===== src/rtl/axi_err_pkg.sv =====
// Shared types and constants for the AXI error responder.
package axi_err_pkg;

  localparam logic [1:0] AXI_RESP_DECERR = 2'b11;

  typedef enum logic [1:0] {
    W_IDLE,
    W_DATA,
    W_RESP
  } wr_state_e;

  typedef enum logic {
    R_IDLE,
    R_DATA
  } rd_state_e;

endpackage


===== src/rtl/axi_bus.sv =====
// Minimal AXI4 bus interface carrying the channels the error responder touches.
interface AXI_BUS #(
  parameter int AXI_ADDR_WIDTH = 32,
  parameter int AXI_DATA_WIDTH = 32,
  parameter int AXI_ID_WIDTH   = 4,
  parameter int AXI_USER_WIDTH = 1
);

  logic [AXI_ID_WIDTH-1:0]     aw_id;
  logic [AXI_ADDR_WIDTH-1:0]   aw_addr;
  logic [7:0]                  aw_len;
  logic [AXI_USER_WIDTH-1:0]   aw_user;
  logic                        aw_valid;
  logic                        aw_ready;

  logic [AXI_DATA_WIDTH-1:0]   w_data;
  logic [AXI_DATA_WIDTH/8-1:0] w_strb;
  logic                        w_last;
  logic [AXI_USER_WIDTH-1:0]   w_user;
  logic                        w_valid;
  logic                        w_ready;

  logic [AXI_ID_WIDTH-1:0]     b_id;
  logic [1:0]                  b_resp;
  logic [AXI_USER_WIDTH-1:0]   b_user;
  logic                        b_valid;
  logic                        b_ready;

  logic [AXI_ID_WIDTH-1:0]     ar_id;
  logic [AXI_ADDR_WIDTH-1:0]   ar_addr;
  logic [7:0]                  ar_len;
  logic [AXI_USER_WIDTH-1:0]   ar_user;
  logic                        ar_valid;
  logic                        ar_ready;

  logic [AXI_ID_WIDTH-1:0]     r_id;
  logic [AXI_DATA_WIDTH-1:0]   r_data;
  logic [1:0]                  r_resp;
  logic                        r_last;
  logic [AXI_USER_WIDTH-1:0]   r_user;
  logic                        r_valid;
  logic                        r_ready;

  modport Slave (
    input  aw_id, aw_addr, aw_len, aw_user, aw_valid,
    output aw_ready,
    input  w_data, w_strb, w_last, w_user, w_valid,
    output w_ready,
    output b_id, b_resp, b_user, b_valid,
    input  b_ready,
    input  ar_id, ar_addr, ar_len, ar_user, ar_valid,
    output ar_ready,
    output r_id, r_data, r_resp, r_last, r_user, r_valid,
    input  r_ready
  );

  modport Master (
    output aw_id, aw_addr, aw_len, aw_user, aw_valid,
    input  aw_ready,
    output w_data, w_strb, w_last, w_user, w_valid,
    input  w_ready,
    input  b_id, b_resp, b_user, b_valid,
    output b_ready,
    output ar_id, ar_addr, ar_len, ar_user, ar_valid,
    input  ar_ready,
    input  r_id, r_data, r_resp, r_last, r_user, r_valid,
    output r_ready
  );

endinterface


===== src/rtl/axi_err_slave_rd.sv =====
// Read beat generator: accepts one AR at a time and returns ar_len+1 DECERR beats.
module axi_err_slave_rd
  import axi_err_pkg::*;
#(
  parameter int ID_W   = 4,
  parameter int USER_W = 1
) (
  input  logic              clk,
  input  logic              rst,
  input  logic              ar_valid,
  input  logic [ID_W-1:0]   ar_id,
  input  logic [7:0]        ar_len,
  input  logic [USER_W-1:0] ar_user,
  output logic              ar_ready,
  input  logic              r_ready,
  output logic              r_valid,
  output logic              r_last,
  output logic [ID_W-1:0]   r_id,
  output logic [USER_W-1:0] r_user
);

  rd_state_e  state, state_nxt;
  logic [7:0] cnt;
  logic [7:0] len;

  // NOTE: sequential state uses non-blocking assignments so every register
  // samples the pre-edge values, independent of statement order.
  always_ff @(posedge clk or posedge rst) begin
    if (rst) state <= R_IDLE;
    else     state <= state_nxt;
  end

  // The counter may wrap past len on the final beat; the next AR clears it.
  always_ff @(posedge clk or posedge rst) begin
    if (rst) begin
      cnt    <= '0;
      len    <= '0;
      r_id   <= '0;
      r_user <= '0;
    end else if (ar_valid && ar_ready) begin
      cnt    <= '0;
      len    <= ar_len;
      r_id   <= ar_id;
      r_user <= ar_user;
    end else if (r_valid && r_ready) begin
      cnt    <= cnt + 8'd1;
    end
  end

  // NOTE: every output of a combinational block gets a default first so no
  // path through the case leaves it unassigned and infers a latch.
  always_comb begin
    state_nxt = state;
    ar_ready  = 1'b0;
    r_valid   = 1'b0;
    r_last    = 1'b0;
    case (state)
      R_IDLE: begin
        ar_ready = 1'b1;
        if (ar_valid) state_nxt = R_DATA;
      end
      R_DATA: begin
        r_valid = 1'b1;
        r_last  = (cnt == len);
        if (r_ready && r_last) state_nxt = R_IDLE;
      end
      default: state_nxt = R_IDLE;
    endcase
  end

endmodule


===== src/rtl/axi_err_slave.sv =====
// AXI4 responder for unmapped addresses: every request is answered with DECERR.
// Define AXI_ERR_SLAVE_CAPTURE_EN to record the address of the latest errored request.
module axi_err_slave
  import axi_err_pkg::*;
#(
  parameter int AXI_ADDR_WIDTH = 32,
  parameter int AXI_DATA_WIDTH = 32,
  parameter int AXI_ID_WIDTH   = 4,
  parameter int AXI_USER_WIDTH = 1
) (
  input  logic                      clk,
  input  logic                      rst,
  AXI_BUS.Slave                     slave,
  output logic [AXI_ADDR_WIDTH-1:0] err_addr_o,
  output logic                      err_valid_o,
  input  logic                      err_clr_i
);

  wr_state_e                 w_state, w_state_nxt;
  logic                      aw_ready, w_ready, b_valid;
  logic [AXI_ID_WIDTH-1:0]   b_id;
  logic [AXI_USER_WIDTH-1:0] b_user;
  logic                      aw_hs, ar_hs;

  assign aw_hs = slave.aw_valid && aw_ready;
  assign ar_hs = slave.ar_valid && slave.ar_ready;

  always_ff @(posedge clk or posedge rst) begin
    if (rst) w_state <= W_IDLE;
    else     w_state <= w_state_nxt;
  end

  always_ff @(posedge clk or posedge rst) begin
    if (rst) begin
      b_id   <= '0;
      b_user <= '0;
    end else if (aw_hs) begin
      b_id   <= slave.aw_id;
      b_user <= slave.aw_user;
    end
  end

  // Write data is swallowed; only w_last matters, so aw_len is never consulted.
  always_comb begin
    w_state_nxt = w_state;
    aw_ready    = 1'b0;
    w_ready     = 1'b0;
    b_valid     = 1'b0;
    case (w_state)
      W_IDLE: begin
        aw_ready = 1'b1;
        if (slave.aw_valid) w_state_nxt = W_DATA;
      end
      W_DATA: begin
        w_ready = 1'b1;
        if (slave.w_valid && slave.w_last) w_state_nxt = W_RESP;
      end
      W_RESP: begin
        b_valid = 1'b1;
        if (slave.b_ready) w_state_nxt = W_IDLE;
      end
      default: w_state_nxt = W_IDLE;
    endcase
  end

  assign slave.aw_ready = aw_ready;
  assign slave.w_ready  = w_ready;
  assign slave.b_valid  = b_valid;
  assign slave.b_id     = b_id;
  assign slave.b_user   = b_user;
  assign slave.b_resp   = AXI_RESP_DECERR;
  assign slave.r_resp   = AXI_RESP_DECERR;
  assign slave.r_data   = '0;

  axi_err_slave_rd #(
    .ID_W   (AXI_ID_WIDTH),
    .USER_W (AXI_USER_WIDTH)
  ) u_rd (
    .clk      (clk),
    .rst      (rst),
    .ar_valid (slave.ar_valid),
    .ar_id    (slave.ar_id),
    .ar_len   (slave.ar_len),
    .ar_user  (slave.ar_user),
    .ar_ready (slave.ar_ready),
    .r_ready  (slave.r_ready),
    .r_valid  (slave.r_valid),
    .r_last   (slave.r_last),
    .r_id     (slave.r_id),
    .r_user   (slave.r_user)
  );

  logic unused_ok;
  assign unused_ok = ^{slave.aw_len, slave.w_data, slave.w_strb, slave.w_user};

`ifdef AXI_ERR_SLAVE_CAPTURE_EN
  logic [AXI_ADDR_WIDTH-1:0] err_addr_q;
  logic                      err_valid_q;

  // A fresh capture outranks a clear, and AW outranks AR in the same cycle.
  always_ff @(posedge clk or posedge rst) begin
    if (rst) begin
      err_addr_q  <= '0;
      err_valid_q <= 1'b0;
    end else if (aw_hs) begin
      err_addr_q  <= slave.aw_addr;
      err_valid_q <= 1'b1;
    end else if (ar_hs) begin
      err_addr_q  <= slave.ar_addr;
      err_valid_q <= 1'b1;
    end else if (err_clr_i) begin
      err_valid_q <= 1'b0;
    end
  end

  assign err_addr_o  = err_addr_q;
  assign err_valid_o = err_valid_q;
`else
  logic unused_capture;
  assign unused_capture = ^{slave.aw_addr, slave.ar_addr, err_clr_i, aw_hs, ar_hs};
  assign err_addr_o  = '0;
  assign err_valid_o = 1'b0;
`endif

endmodule


===== src/flat_wrapper.sv =====
// flat-port wrapper written by rule: the top's interface ports become plain ports
module axi_err_slave_flat import axi_err_pkg::*;
#(
  parameter int AXI_ADDR_WIDTH = 32,
  parameter int AXI_DATA_WIDTH = 32,
  parameter int AXI_ID_WIDTH   = 4,
  parameter int AXI_USER_WIDTH = 1
)
  (clk, rst, err_addr_o, err_valid_o, err_clr_i, slave_aw_id, slave_aw_addr, slave_aw_len, slave_aw_user, slave_aw_valid, slave_aw_ready, slave_w_data, slave_w_strb, slave_w_last, slave_w_user, slave_w_valid, slave_w_ready, slave_b_id, slave_b_resp, slave_b_user, slave_b_valid, slave_b_ready, slave_ar_id, slave_ar_addr, slave_ar_len, slave_ar_user, slave_ar_valid, slave_ar_ready, slave_r_id, slave_r_data, slave_r_resp, slave_r_last, slave_r_user, slave_r_valid, slave_r_ready);
  AXI_BUS #(.AXI_ADDR_WIDTH(AXI_ADDR_WIDTH), .AXI_DATA_WIDTH(AXI_DATA_WIDTH), .AXI_ID_WIDTH(AXI_ID_WIDTH), .AXI_USER_WIDTH(AXI_USER_WIDTH)) slave_i ();
  input  logic clk;
  input  logic rst;
  output logic [AXI_ADDR_WIDTH-1:0] err_addr_o;
  output logic err_valid_o;
  input  logic err_clr_i;
  input wire logic [$bits(slave_i.aw_id)-1:0] slave_aw_id;
  input wire logic [$bits(slave_i.aw_addr)-1:0] slave_aw_addr;
  input wire logic [$bits(slave_i.aw_len)-1:0] slave_aw_len;
  input wire logic [$bits(slave_i.aw_user)-1:0] slave_aw_user;
  input wire logic [$bits(slave_i.aw_valid)-1:0] slave_aw_valid;
  output wire logic [$bits(slave_i.aw_ready)-1:0] slave_aw_ready;
  input wire logic [$bits(slave_i.w_data)-1:0] slave_w_data;
  input wire logic [$bits(slave_i.w_strb)-1:0] slave_w_strb;
  input wire logic [$bits(slave_i.w_last)-1:0] slave_w_last;
  input wire logic [$bits(slave_i.w_user)-1:0] slave_w_user;
  input wire logic [$bits(slave_i.w_valid)-1:0] slave_w_valid;
  output wire logic [$bits(slave_i.w_ready)-1:0] slave_w_ready;
  output wire logic [$bits(slave_i.b_id)-1:0] slave_b_id;
  output wire logic [$bits(slave_i.b_resp)-1:0] slave_b_resp;
  output wire logic [$bits(slave_i.b_user)-1:0] slave_b_user;
  output wire logic [$bits(slave_i.b_valid)-1:0] slave_b_valid;
  input wire logic [$bits(slave_i.b_ready)-1:0] slave_b_ready;
  input wire logic [$bits(slave_i.ar_id)-1:0] slave_ar_id;
  input wire logic [$bits(slave_i.ar_addr)-1:0] slave_ar_addr;
  input wire logic [$bits(slave_i.ar_len)-1:0] slave_ar_len;
  input wire logic [$bits(slave_i.ar_user)-1:0] slave_ar_user;
  input wire logic [$bits(slave_i.ar_valid)-1:0] slave_ar_valid;
  output wire logic [$bits(slave_i.ar_ready)-1:0] slave_ar_ready;
  output wire logic [$bits(slave_i.r_id)-1:0] slave_r_id;
  output wire logic [$bits(slave_i.r_data)-1:0] slave_r_data;
  output wire logic [$bits(slave_i.r_resp)-1:0] slave_r_resp;
  output wire logic [$bits(slave_i.r_last)-1:0] slave_r_last;
  output wire logic [$bits(slave_i.r_user)-1:0] slave_r_user;
  output wire logic [$bits(slave_i.r_valid)-1:0] slave_r_valid;
  input wire logic [$bits(slave_i.r_ready)-1:0] slave_r_ready;
  assign slave_i.aw_id = slave_aw_id;
  assign slave_i.aw_addr = slave_aw_addr;
  assign slave_i.aw_len = slave_aw_len;
  assign slave_i.aw_user = slave_aw_user;
  assign slave_i.aw_valid = slave_aw_valid;
  assign slave_aw_ready = slave_i.aw_ready;
  assign slave_i.w_data = slave_w_data;
  assign slave_i.w_strb = slave_w_strb;
  assign slave_i.w_last = slave_w_last;
  assign slave_i.w_user = slave_w_user;
  assign slave_i.w_valid = slave_w_valid;
  assign slave_w_ready = slave_i.w_ready;
  assign slave_b_id = slave_i.b_id;
  assign slave_b_resp = slave_i.b_resp;
  assign slave_b_user = slave_i.b_user;
  assign slave_b_valid = slave_i.b_valid;
  assign slave_i.b_ready = slave_b_ready;
  assign slave_i.ar_id = slave_ar_id;
  assign slave_i.ar_addr = slave_ar_addr;
  assign slave_i.ar_len = slave_ar_len;
  assign slave_i.ar_user = slave_ar_user;
  assign slave_i.ar_valid = slave_ar_valid;
  assign slave_ar_ready = slave_i.ar_ready;
  assign slave_r_id = slave_i.r_id;
  assign slave_r_data = slave_i.r_data;
  assign slave_r_resp = slave_i.r_resp;
  assign slave_r_last = slave_i.r_last;
  assign slave_r_user = slave_i.r_user;
  assign slave_r_valid = slave_i.r_valid;
  assign slave_i.r_ready = slave_r_ready;
  axi_err_slave #(.AXI_ADDR_WIDTH(AXI_ADDR_WIDTH), .AXI_DATA_WIDTH(AXI_DATA_WIDTH), .AXI_ID_WIDTH(AXI_ID_WIDTH), .AXI_USER_WIDTH(AXI_USER_WIDTH)) u_core (.clk(clk), .rst(rst), .slave(slave_i), .err_addr_o(err_addr_o), .err_valid_o(err_valid_o), .err_clr_i(err_clr_i));
endmodule

===== config.mk =====
export PLATFORM = sky130hd
export DESIGN_NAME = axi_err_slave_flat
export DESIGN_NICKNAME = d
export VERILOG_FILES = /design/src/rtl/axi_err_pkg.sv /design/src/rtl/axi_bus.sv /design/src/rtl/axi_err_slave_rd.sv /design/src/rtl/axi_err_slave.sv /design/src/flat_wrapper.sv
export SDC_FILE = /design/constraint.sdc
export NUM_CORES = 1
export LEC_CHECK = 0
export ABC_AREA = 1
export ABC_CLOCK_PERIOD_IN_PS = 1400
export BUFFER_PORTS_ARGS = -buffer_cell sky130_fd_sc_hd__buf_4
export CORE_AREA = 2 2 86 88
export DETAILED_ROUTE_END_ITERATION = 7
export DIE_AREA = 0 0 88 90
export GPL_TIMING_DRIVEN = 0
export MAX_ROUTING_LAYER = met4
export PLACE_DENSITY = 0.76
export SETUP_SLACK_MARGIN = 0.5
export SKIP_LAST_GASP = 1
export SYNTH_ARGS = -nofsm -noshare
export SYNTH_HDL_FRONTEND = slang
export SYNTH_SLANG_ARGS = --single-unit

===== constraint.sdc =====
create_clock -name clk -period 1.4 [get_ports clk]
set_input_delay 0.28 -clock clk [delete_from_list [all_inputs] [get_ports clk]]
set_output_delay 0.28 -clock clk [all_outputs]
set_load 0.01 [all_outputs]

Yosys cells after proc, flatten, opt, wreduce, memory -nomap -nowiden
Index checks and enable logic that the tools add are counted.

storage, ports and cells
  register bits = 29
  latch bits = 0
  RAM bits = 0
  bits in read-only memories = 0
  input bits = 136
  output and inout port bits = 85
  logic and storage cells = 39
  memories = 0

cells by class
  $add $sub $neg = 1
  multipliers = 0
  divide/modulo/power cells = 0
  order comparisons = 0
  equal/unequal tests = 6
  shift-type cells = 0
  mux-type cells = 15
  bitwise operators = 1
  reduce and logical (&&, ||, !) cells = 8

operators with widths
  operator             number
  $mux 8               2
  $add 8x1->8 const B  1
  $eq 8x8->1           1
  $mux 1               8
  $mux 2               3
  $pmux 2 s3           1
  $logic_and 1x1->1    5
  $ne 2x2->1 const B   2
  $reduce_and 3->1     1
  $eq 2x1->1 const B   1
  $eq 2x2->1 const B   1
  $logic_not 2->1      1
  $ne 2x1->1 const B   1
  $pmux 1 s2           1
  $reduce_bool 2->1    1
  $not 1->1            1

Longest topological paths before layout
Gate-level depths: netlist of run 1.

  word-level depth = 4
  depth in mapped cells = 8
  mapped depth without buffers = 8

Modules after synthesis
A second synthesis of run 1 with hierarchy kept.

unflattened totals
  cell total of the unflattened synthesis = 238
  area, all modules = 1,915.6 um2

by module, submodules not included
  module            instances  cells an instance  area each (um2)  seq. area each (um2)
  axi_err_slave_rd  1          132                1,083.5          550.5
  axi_err_slave     1          106                832.0            175.2

Worst setup path after synthesis of run 1
OpenSTA, ideal clock, no wires.

  kind = flip-flop to output port
  start = reg u_core.u_rd.cnt[5]
  end = out slave_r_last
  data arrival time = 0.973 ns
  data required time = 1.120 ns
  slack = 0.147 ns
  cell stages (with the launch flop) = 8
  buffers on the path = 0
  cells stage by stage = dfrtp_1 > inv_2 > nand2_1 > nand2_1 > nand2_1 > nor2_1 > nand2_1 > nor2_1

on the way
  longest elaborated chain between the ends = 2

ends and longest elaborated chain
  what                    line                    text
  start, declared         axi_err_slave_rd.sv:23  logic [7:0] cnt;
  start signal, assigned  axi_err_slave_rd.sv:46  cnt <= cnt + 8'd1;
  $eq 8x8->1              axi_err_slave_rd.sv:64  r_last = (cnt == len);
  $mux 1                  axi_err_slave_rd.sv:57  case (state)
  end, declared           flat_wrapper.sv:42      output wire logic [$bits(slave_i.r_last)-1:0] slave_r_last;

Every way passes these cells.

Worst setup path after layout of run 1
  start = reg u_core.u_rd.len[6]
  end = out slave_r_last

on the way
  longest elaborated chain between the ends = 2

ends and longest elaborated chain
  what                    line                    text
  start, declared         axi_err_slave_rd.sv:24  logic [7:0] len;
  start signal, assigned  axi_err_slave_rd.sv:42  len <= ar_len;
  $eq 8x8->1              axi_err_slave_rd.sv:64
  $mux 1                  axi_err_slave_rd.sv:57

Every way passes these cells.

==> results of run 1 <==
-- layout make-up --
cell class	instances	share of cell area (%)
Inverter	17	2.39
Buffer	71	17.2
Clock buffer	6	2.31
Tap cell	99	3.94
Sequential cell	29	23.3
Multi-Input combinational cell	178	32.1
Clock inverter	2	0.318
Timing Repair Buffer	67	18.5
-- cells by family (layout without fill, tap and decap cells) --
family | Yosys count | after routing | share of synthesized area [%]
compound gates | 15 | 15 | 4.30
xor+xnor | 5 | 5 | 2.24
fa+ha+maj | 1 | 1 | 0.641
buf+inv | 88 | 163 | 31.4
flops | 29 | 29 | 37.2
mux | 5 | 5 | 3.85
other cells | 2 | 69 | 0.385
simple gates | 83 | 83 | 20.0
-- power breakdown --
group	internal, W	switching, W
logic	0.00131	0.00101
clock network	0.000344	0.000315
registers	0.00119	0.000310
-- synthesized netlist by cell type (2+ instances only) --
cell      n
a21oi_1   3
buf_4    69
buf_6     2
conb_1    2
dfrtp_1  29
inv_1    14
mux2_4    5
nand2_1  59
nand2_2   2
nand2_4   2
nand3_1   5
nor2_1    8
nor2_4    3
o21ai_0   4
o21ai_1   4
xnor2_1   5
-- stage by stage --
| step | setup slack [ns] | instance area [um2] | instances | TNS [ns] |
|---|---|---|---|---|
| 6_report | -0.213 | 3150 | 469 | -0.213 |
| 3_5_place_dp | -0.0876 | 2670 | 435 | -0.0916 |
| 4_1_cts | -0.219 | 2970 | 460 | -0.219 |
| 5_1_grt | -0.304 | 3150 | 469 | -0.304 |
| 3_3_place_gp | -0.0350 | 2670 | 435 | -0.0350 |
| 2_1_floorplan | 0.178 | 2230 | 295 | 0 |
-- sequential cells by signal (all words and copies together) (netlist names) --
register             cells
u_core.u_rd.state        1
u_core.w_state           2
u_core.u_rd.cnt          8
u_core.u_rd.r_user       1
u_core.slave.b_user      1
u_core.u_rd.r_id         4
u_core.slave.b_id        4
u_core.u_rd.len          8
-- repair_timing --
action	in CTS	in global routing
setup endpoints to repair	72	45
resized for setup	26	40
cloned	1	0
hold endpoints to repair	0	0
setup buffers	16	9
pin swaps	13	10
-- worst paths after layout --
| path | start | cells past startpoint | slack, ns | endpoint |
|---|---|---|---|---|
| setup reg to reg | u_core.u_rd.cnt[0] | 6 | 0.14 | u_core.u_rd.cnt[6] |
| min in group clk | slave_b_ready | 2 | 0.17 | u_core.w_state[1] |
| max in group asynchronous | rst | 2 | 0.91 | u_core.w_state[0] |
| hold reg to reg | u_core.u_rd.r_id[1] | 2 | 0.51 | u_core.u_rd.r_id[1] |
| hold / removal | rst | 2 | 0.09 | u_core.u_rd.cnt[5] |
| setup / recovery | u_core.u_rd.len[6] | 6 | -0.21 | slave_r_last |
-- worst register-to-register path: stages (launching register included) --
cell,delay (ns)
dfrtp_2,0.42
buf_4,0.16
ha_2,0.19
nand2_2,0.09
nor2_4,0.05
a31oi_1,0.18
nor3_2,0.07
-- layer usage --
metal	GRT usage [%]	vias up	wire length, um
li1	-	845	-
met1	11.4	712	1610
met2	18.4	83	2200
met3	3.49	8	421
met4	2.31	0	41
met5	-	-	0
==> key figures, run 1 <==
Power and ir drop
  • Power Total: 0.00448 W
  • Pwr Density: 1420 nW/um2
  • Worst vdd ir: 0.000790 V
  • Leak: 1.73 nW

GRT
  • Initial antenna violation count: 0
  • First-pass GRT wire length: 6450 um
  • GR Util All Layers: 10.5%
  • Largest net degree at the start of global routing: 30
  • Congestion Overflow GR: 0
  • Vias in the first global route: 1,506

Setup path
  • Crit path DAT: 1.33 ns
  • Critical Path RT: 1.12 ns
  • Startpoint types: flop
  • CP max stage delay: 0.41 ns
  • CP bufs+invs: 1
  • Setup Crit Path Kind: flop to output port
  • Crit path max fanout: 2
  • Critical path endpoint category: output port
  • Critical path's top delay family: flip-flops
  • Worst path slowest cell: dfrtp_1
  • Critical path, cell by cell: xnor2_2, nand2_1, nor2_2, nand2_1, nor2_2, buf_4

Floorplan
  • Cell row count: 31
  • Die Area: 7920 um2
  • Core ar.: 7020 um2
  • Starting Density: 27.8%
  • Die Height: 90 um
  • Ports: 221
  • Die X-Extent: 88 um

CTS
  • CTS Buf Count: 5
  • H-tree depth: 2
  • CTS clk-pin slew, worst paths: 0.07 ns
  • Clock Path Buffers: 2
  • CTS root buf: clkbuf_8
  • CTS sink count: 29
  • Clk_lat worst skew: 0.28 ns
  • CTS Hold Bufs: 0
  • CTS tree: done

Synthesis
  • Cells after Synth: 228
  • Area of the mapped netlist: 1950 um2
  • Post-synth top area cell: dfrtp_1
  • #FFs+latches synth: 29
  • Asr flop ratio synth: 100%
  • Post-synth EDFFs: 0
  • Post-synthesis cell type count: 28
  • Syn_area_per_cell: 8.56 um2
  • Sequential-to-total area share from yosys stat: 37.2%
  • Leading post-synthesis cells by cell area: dfrtp_1 37%, buf_4 27%, nand2_1 11%, mux2_4 3.8%, inv_1 2.7%
  • Top-area cell type share of the netlist area: 37.2%
  • Synth Flop Type: dfrtp_1
  • Ys Warns: 0

Route
  • DR iter-0 viols: 60
  • Initial DRT Pass Iterations: 4
  • DRC Markers: 0
  • Post-DRT Antenna Nets: 0
  • WL final: 4270 um
  • Vias: 1,648
  • WL per Instance: 9.11 um
  • DR vias/cell: 3.51

Timing
  • Final Setup Violations: 1
  • Worst Skew: 0.00658 ns
  • Slew HR: 56.4%
  • Hold_ws: 0.0906 ns
  • Period utilization: 115%
  • Final setup margin: -0.213 ns
  • Peak Freq: 620 MHz
  • Final Hold Viols: 0
  • Slew Viols, Final: 0
  • RSZ-0062 raised after global routing: yes
  • Slew @ Worst Pin: 0.653 ns
  • Post-layout minimum cycle time: 1.61 ns

Final layout
  • Post-layout util: 44.8%
  • Layout area overhead: 61.3%
  • Layout fillers: 678
  • Area occupied by multi-input gates: 1010 um2
  • Share of cells above drive strength 1: 57.3%
  • Number of diodes: 0
  • Net count, final: 506
  • Sequential cell area: 733 um2
  • Most used cells in the layout excluding fill and tap cells: 115 x buf_4, 69 x conb_1, 42 x nand2_1
  • Most common library cell in the layout ignoring fill and taps: buf_4

Placed design
  • Buffers on Ports: 41
  • Final HPWL DP: 2990 um
  • Gpl congestion: 0.821

Status
  • Run status: complete, but fails checks
  • Failing checks: negative setup slack

Min path
  • Hold WC Path Type: primary input to async pin

Run
  • Max-cap viol count: 0
Note: power is estimated with default switching activity, not from simulation.
==> run 2, diff against run 1 <==
--- a/config.mk
+++ b/config.mk
@@ -5,15 +5,14 @@
 export SDC_FILE = /design/constraint.sdc
 export NUM_CORES = 1
 export LEC_CHECK = 0
-export ABC_AREA = 1
 export ABC_CLOCK_PERIOD_IN_PS = 1400
 export BUFFER_PORTS_ARGS = -buffer_cell sky130_fd_sc_hd__buf_4
-export CORE_AREA = 2 2 86 88
+export CORE_AREA = 2 2 85 87
 export DETAILED_ROUTE_END_ITERATION = 7
-export DIE_AREA = 0 0 88 90
+export DIE_AREA = 0 0 87 89
 export GPL_TIMING_DRIVEN = 0
 export MAX_ROUTING_LAYER = met4
-export PLACE_DENSITY = 0.76
+export PLACE_DENSITY = 0.75
 export SETUP_SLACK_MARGIN = 0.5
 export SKIP_LAST_GASP = 1
 export SYNTH_ARGS = -nofsm -noshare
==> run 2 against run 1 <==
  * The run still ends with negative setup slack left
  * Synthesized cell count shrank 9.6%
  * Die area shrank 2.2%
  * Clock-buffer cell count grew 1
==> key figures, run 2 <==
Status
  • Run status: complete, but fails checks
  • Failing checks: negative setup slack

Final layout
  • Most common library cell in the layout ignoring fill and taps: buf_4
  • Most used cells in the layout excluding fill and tap cells: 118 x buf_4, 69 x conb_1, 30 x buf_6
  • Number of diodes: 0 (unchanged)
  • Share of cells above drive strength 1: 60.1% (+2.8 points)
  • Net count, final: 498 (-1.6%)
  • Largest regs: u_core.u_rd.cnt x8, u_core.u_rd.len x8
  • Layout area overhead: 81.0%
  • Non-filler instance count after layout: 441 (-6.0%)

GRT
  • Initial antenna violation count: 0 (unchanged)
  • Vias in the first global route: 1,433 (-4.8%)
  • Largest net degree at the start of global routing: 30 (unchanged)
  • First-pass GRT wire length: 6690 um (+3.6%)
  • Congestion Overflow GR: 0 (unchanged)
  • GR Util All Layers: 11.7% (+1.2 points)

Timing
  • Slew Viols, Final: 0 (unchanged)
  • Peak Freq: 539 MHz (-13%)
  • Slew @ Worst Pin: 0.639 ns (-0.0140 ns)
  • Post-layout minimum cycle time: 1.85 ns (+0.241 ns)
  • Final setup margin: -0.454 ns (-0.241 ns)
  • Worst Skew: 0.00349 ns (-0.00309 ns)
  • Slew HR: 57.3% (+0.93 points)
  • Hold_ws: 0.0858 ns (-0.00485 ns)
  • RSZ-0062 raised after global routing: yes
  • Period utilization: 132% (+17 points)
  • Final Setup Violations: 3 (+2)
  • Final Hold Viols: 0 (unchanged)
  • Final setup TNS: -0.486 ns (-0.272 ns)

Synthesis
  • Post-synth EDFFs: 0 (unchanged)
  • #FFs+latches synth: 29 (unchanged)
  • Post-synthesis cell type count: 29 (+3.6%)
  • Top-area cell type share of the netlist area: 39.3% (+2.1 points)
  • Ys Warns: 0 (unchanged)
  • Post-synth top cells: 71 x buf_4, 46 x nand2_1, 29 x dfrtp_1, 8 x xor2_1, 6 x mux2_2
  • Sequential-to-total area share from yosys stat: 39.3% (+2.1 points)
  • Area of the mapped netlist: 1850 um2 (-5.3%)
  • Asr flop ratio synth: 100% (unchanged)
  • Most used standard cell by instance count after synthesis: buf_4
  • Cells after Synth: 206 (-9.6%)
  • Leading post-synthesis cells by cell area: dfrtp_1 39%, buf_4 29%, nand2_1 9.3%, xor2_1 3.8%, mux2_2 3.7%
  • Synth Flop Type: dfrtp_1
  • Syn_area_per_cell: 8.97 um2 (+4.9%)
  • Post-synth top area cell: dfrtp_1

Setup path
  • Critical path endpoint category: output port
  • Crit path max fanout: 4 (+2)
  • Launching point of the worst reg2reg path: u_core.u_rd.cnt[1]
  • Startpoint types: flop
  • Setup Crit Path Kind: flop to output port
  • CP max stage delay: 0.44 ns (+0.03 ns)
  • Critical Path RT: 1.12 ns (about the same)
  • Critical path launch point: u_core.u_rd.cnt[5]
  • Crit path DAT: 1.57 ns (+0.24 ns)
  • Critical path, cell by cell: xor2_1, nor4_2, and4_1, buf_4
  • Worst path slowest cell: dfrtp_2

Floorplan
  • Core ar.: 6720 um2 (-4.3%)
  • Cell row count: 30 (-3.2%)
  • Die Height: 89 um (-1.1%)
  • Die Area: 7740 um2 (-2.2%)
  • Die X-Extent: 87 um (-1.1%)
  • Starting Density: 27.5% (-0.28 points)
  • Ports: 221 (unchanged)

CTS
  • Clk_lat worst skew: 0.27 ns (about the same)
  • CTS Hold Bufs: 0 (unchanged)
  • CTS Buf Count: 5 (unchanged)
  • CTS clk-pin slew, worst paths: 0.06 ns (about the same)
  • CTS sink count: 29 (unchanged)
  • CTS tree: done
  • CTS root buf: clkbuf_8
  • Clock Path Buffers: 2 (unchanged)
  • H-tree depth: 2 (unchanged)

Power and ir drop
  • Leak: 1.85 nW (+7.0%)
  • Pwr Density: 1500 nW/um2 (+5.2%)
  • Worst vdd ir: 0.000523 V (-34%)

Route
  • Initial DRT Pass Iterations: 4 (unchanged)
  • Post-DRT Antenna Nets: 0 (unchanged)
  • DRC Markers: 0 (unchanged)
  • Vias: 1,655 (+0.42%)
  • DR iter-0 viols: 61 (+1.7%)
  • DR vias/cell: 3.75 (+6.8%)
  • WL per Instance: 10.4 um (+14%)
  • WL final: 4600 um (+7.6%)

Placed design
  • Placed Cells: 394 (-9.4%)
  • Gpl congestion: 0.782 (-4.7%)
  • Setup WS pre-CTS: -0.217 ns (-0.129 ns)
  • Final HPWL DP: 3080 um (+2.9%)
  • Buffers on Ports: 41 (unchanged)

Min path
  • Hold WC Path Type: primary input to async pin

Run
  • Max-cap viol count: 0 (unchanged)
[run 2: cell types whose count changed after synthesis, sizes merged, moves of 3 or more]
cell and change:
nor2b +3, nor2 -8, xnor2 -5, inv -12, nand2 -17, xor2 +8, o21ai -5, buf +3
[run 2: timing repair]
action | CTS | global route
setup endpoints to repair | 74 | 45
cloned | 2 | 1
pin swaps | 10 | 29
buffers inserted | 19 | 18
resized for setup | 44 | 43
[run 2: cell families after synthesis]
logic type | after synthesis | synth area share, %
buffers and inverters | 79 | 30.7
AO/OA/AOI/OAI | 14 | 5.48
AND/OR/NAND/NOR | 66 | 15.4
XOR/XNOR | 8 | 3.79
other | 2 | 0.406
adder cells (fa/ha/maj) | 1 | 0.677
flip-flops | 29 | 39.3
multiplexers | 7 | 4.20
[run 2: path summary, 6_finish.rpt]
check | to | slack [ns] | cells past startpoint
worst max-delay path | slave_r_last | -0.45 | 4
worst min-delay path | u_core.u_rd.len[7] | 0.09 | 2
worst max register to register | u_core.u_rd.cnt[6] | -0.02 | 5
worst min register to register | u_core.u_rd.len[3] | 0.50 | 2
max in group asynchronous | u_core.u_rd.cnt[0] | 0.91 | 2
min in group clk | u_core.u_rd.len[3] | 0.20 | 3
[run 2: per-stage QoR]
stage,total power (W),cell area [um2],utilization (%)
floorplan,0.00258,2190,-
global placement,0.00309,2600,38.7
detailed placement,0.00315,2600,38.7
CTS,0.00450,3050,45.4
global route,0.00532,3350,49.8
finish,0.00501,3350,49.8
[run 2: critical path, delay by kind of cell, from the launching register on]
kind,cells,cell delay (ns)
xor gates and xnor gates,1,0.18
buffers and inverters,1,0.12
DFF,1,0.44
and+or+nand+nor,2,0.56
[run 2: cell type report]
type | count | area (um2)
plain buffers | 75 | 591
repair buffers | 81 | 778
flip-flops and latches | 29 | 732
well taps | 80 | 100
fillers | 621 | 3370
multi-input cells | 165 | 1040
clock buffers | 7 | 86.3
inverters | 4 | 18.8
[run 2: routing by layer]
| layer | GRT usage [%] | up-vias | wire (um) |
|---|---|---|---|
| met5 | - | - | 0 |
| met3 | 2.40 | 4 | 373 |
| met2 | 19.2 | 82 | 2240 |
| li1 | - | 832 | - |
| met1 | 14.2 | 737 | 1930 |
| met4 | 4.26 | 0 | 51 |
[run 2: report_power, final]
group	total, W	internal, W	switching, W
Combinational	0.00276	0.00168	0.00107
Clock	0.000687	0.000389	0.000298
Sequential	0.00156	0.00121	0.000356
Total	0.00501	0.00328	0.00173
==> run 3, diff against run 2 <==
--- a/config.mk
+++ b/config.mk
@@ -5,7 +5,7 @@
 export SDC_FILE = /design/constraint.sdc
 export NUM_CORES = 1
 export LEC_CHECK = 0
-export ABC_CLOCK_PERIOD_IN_PS = 1400
+export ABC_CLOCK_PERIOD_IN_PS = 1900
 export BUFFER_PORTS_ARGS = -buffer_cell sky130_fd_sc_hd__buf_4
 export CORE_AREA = 2 2 85 87
 export DETAILED_ROUTE_END_ITERATION = 7
==> constraint.sdc (replaced) <==
create_clock -name clk -period 1.9 [get_ports clk]
set_input_delay 0.38 -clock clk [delete_from_list [all_inputs] [get_ports clk]]
set_output_delay 0.38 -clock clk [all_outputs]
set_load 0.01 [all_outputs]
==> run 3 against run 2 <==
  * Sequential power is 31% lower
  * Highest routed layer unchanged
  * Non-clock buffer count fell by 34
  * Die area stayed put
  * Global-route usage fell by 1.1 points
  * Clock power down 28%
  * The run still ends with negative setup slack left
==> key figures, run 3 (same netlist as run 2, synthesis figures left out) <==
CTS
  • Clk_lat worst skew: 0.28 ns (about the same)
  • H-tree depth: 2 (unchanged)
  • Clock Path Buffers: 2 (unchanged)
  • CTS Buf Count: 5 (unchanged)
  • CTS root buf: clkbuf_8
  • CTS Hold Bufs: 0 (unchanged)
  • CTS clk-pin slew, worst paths: 0.06 ns (about the same)
  • CTS tree: done
  • CTS sink count: 29 (unchanged)

GRT
  • Initial antenna violation count: 1 (+1)
  • Largest net degree at the start of global routing: 30 (unchanged)
  • Congestion Overflow GR: 0 (unchanged)
  • Global route hottest layer: met2
  • M1 GR Usage: 11.2% (-3.0 points)
  • GR met3 Demand/Resource: 4.89% (+2.5 points)
  • Vias in the first global route: 1,323 (-7.7%)
  • First-pass GRT wire length: 6100 um (-8.8%)
  • GR Util All Layers: 10.6% (-1.1 points)
  • Met2 GRT Util: 16.7% (-2.4 points)

Floorplan
  • Cell row count: 30 (unchanged)
  • Die Height: 89 um (unchanged)
  • Core ar.: 6720 um2 (unchanged)
  • Starting Density: 27.5% (unchanged)
  • Die Area: 7740 um2 (unchanged)
  • Die X-Extent: 87 um (unchanged)
  • Ports: 221 (unchanged)

Setup path
  • Crit path max fanout: 2 (-2)
  • Critical path endpoint category: output port
  • FF-to-FF path depth: 6 (+1)
  • End of the worst register-to-register path: u_core.u_rd.cnt[4]
  • Critical Path RT: 1.52 ns (+0.40 ns)
  • CP bufs+invs: 1 (unchanged)
  • Worst path slowest cell: dfrtp_1
  • Critical path launch point: u_core.u_rd.cnt[6]
  • Setup Crit Path Kind: flop to output port
  • CP max stage delay: 0.39 ns (-0.05 ns)
  • Critical path, cell by cell: xor2_1, nor4_2, and4_1, buf_4
  • Critical path's top delay family: simple AND/OR/NAND/NOR gates
  • R2R setup slack: 0.52 ns (+0.54 ns)
  • Launching point of the worst reg2reg path: u_core.u_rd.cnt[0]
  • Crit path DAT: 1.57 ns (about the same)
  • Startpoint types: flop

Final layout
  • Share of cells above drive strength 1: 42.7% (-17 points)
  • Most common library cell in the layout ignoring fill and taps: buf_4
  • Post-layout util: 39.7% (-10 points)
  • Layout area overhead: 44.3%
  • Net count, final: 464 (-6.8%)
  • Most used cells in the layout excluding fill and tap cells: 116 x buf_4, 69 x conb_1, 46 x nand2_1
  • Largest regs: u_core.u_rd.cnt x8, u_core.u_rd.len x8

Placed design
  • Gpl congestion: 0.726 (-7.1%)
  • Setup WS pre-CTS: 0.146 ns (+0.363 ns)
  • Final HPWL DP: 3280 um (+6.8%)
  • Buffers on Ports: 41 (unchanged)

Min path
  • Hold depth: 3
  • Hold WC Path Type: primary input to flop
  • Hold EP: u_core.u_rd.len[3]
  • Hold_sp: slave_ar_len[3]

Route
  • DR vias/cell: 3.69 (-1.8%)
  • WL final: 4240 um (-7.8%)
  • DR iter-0 viols: 44 (-28%)
  • Vias: 1,508 (-8.9%)
  • Initial DRT Pass Iterations: 4 (unchanged)
  • WL per Instance: 10.4 um (-0.62%)
  • DRC Markers: 0 (unchanged)
  • Post-DRT Antenna Nets: 0 (unchanged)

Run
  • Max-cap viol count: 0 (unchanged)

Timing
  • Peak Freq: 514 MHz
  • Worst Skew: 0.00357 ns (+0.0000846 ns)
  • Final setup margin: -0.0466 ns (+0.408 ns)
  • Post-layout minimum cycle time: 1.95 ns
  • Final Hold Viols: 0 (unchanged)
  • Final Setup Violations: 1 (-2)
  • Final setup TNS: -0.0466 ns (+0.439 ns)
  • Slew @ Worst Pin: 1.13 ns (+0.490 ns)
  • Slew Viols, Final: 0 (unchanged)
  • RSZ-0062 raised after global routing: yes
  • Hold_ws: 0.282 ns (+0.196 ns)
  • Slew HR: 24.6% (-33 points)
  • Period utilization: 102%

Power and ir drop
  • Pwr Density: 1060 nW/um2 (-29%)
  • Worst vdd ir: 0.000439 V (-16%)
  • Leak: 1.55 nW (-16%)

Status
  • Run status: complete, but fails checks
  • Failing checks: negative setup slack
## run 3: cell count changes in the layout (fill, tap and decap cells not counted), sizes merged
cell	delta
buf	-35
clkinv	+2
clkinvlp	-1
diode	+1
inv	+1
## run 3: per-stage QoR
stage | instance area [um2] | instances | total power [W]
after global placement | 2510 | 394 | 0.00217
final | 2670 | 409 | 0.00282
after global routing | 2670 | 409 | 0.00303
after detailed placement | 2510 | 394 | 0.00223
after CTS | 2630 | 406 | 0.00278
after floorplan | 2100 | 273 | 0.00179
## run 3: layout make-up
type                            count  area, um2
Tap cell                           80        100
Buffer                             75        557
Clock buffer                        6       72.6
Timing Repair Buffer               47        357
Clock inverter                      2       10.0
Sequential cell                    29        726
Inverter                            4       15.0
Fill cell                         705       4050
Antenna cell                        1       2.50
Multi-Input combinational cell    165        827
## run 3: report_power, final
part | internal [W] | switching, W
clock | 0.000253 | 0.000240
sequential | 0.000878 | 0.000195
combinational | 0.000650 | 0.000608
total | 0.00178 | 0.00104
## run 3: worst reg2reg max path, stage by stage (launching register included)
cell and delay, ns:
dfrtp_1 0.38, buf_4 0.14, ha_2 0.18, nand4_1 0.13, buf_4 0.18, o211ai_1 0.15, o31ai_1 0.09
## run 3: worst max path at each step
stage	endpoint	slack [ns]	depth (start not counted)
after floorplan	slave_r_last	0.41	3
after global placement	slave_r_last	0.21	4
after detailed placement	slave_r_last	0.15	4
after CTS	slave_r_last	-0.05	4
after global routing	slave_r_last	-0.13	4
final	slave_r_last	-0.05	4
## run 3: metal layers
metal / wire [um] / share of wire, %
met4: 85 / 2.0
met3: 551 / 13
met1: 1640 / 39
met2: 1960 / 46
met5: 0 / 0
## run 3: repair_timing
action,4_1_cts,5_1_grt
buffers inserted,4,2
pin swaps,2,2
endpoints found under the setup margin,2,16
gates resized for setup,2,8
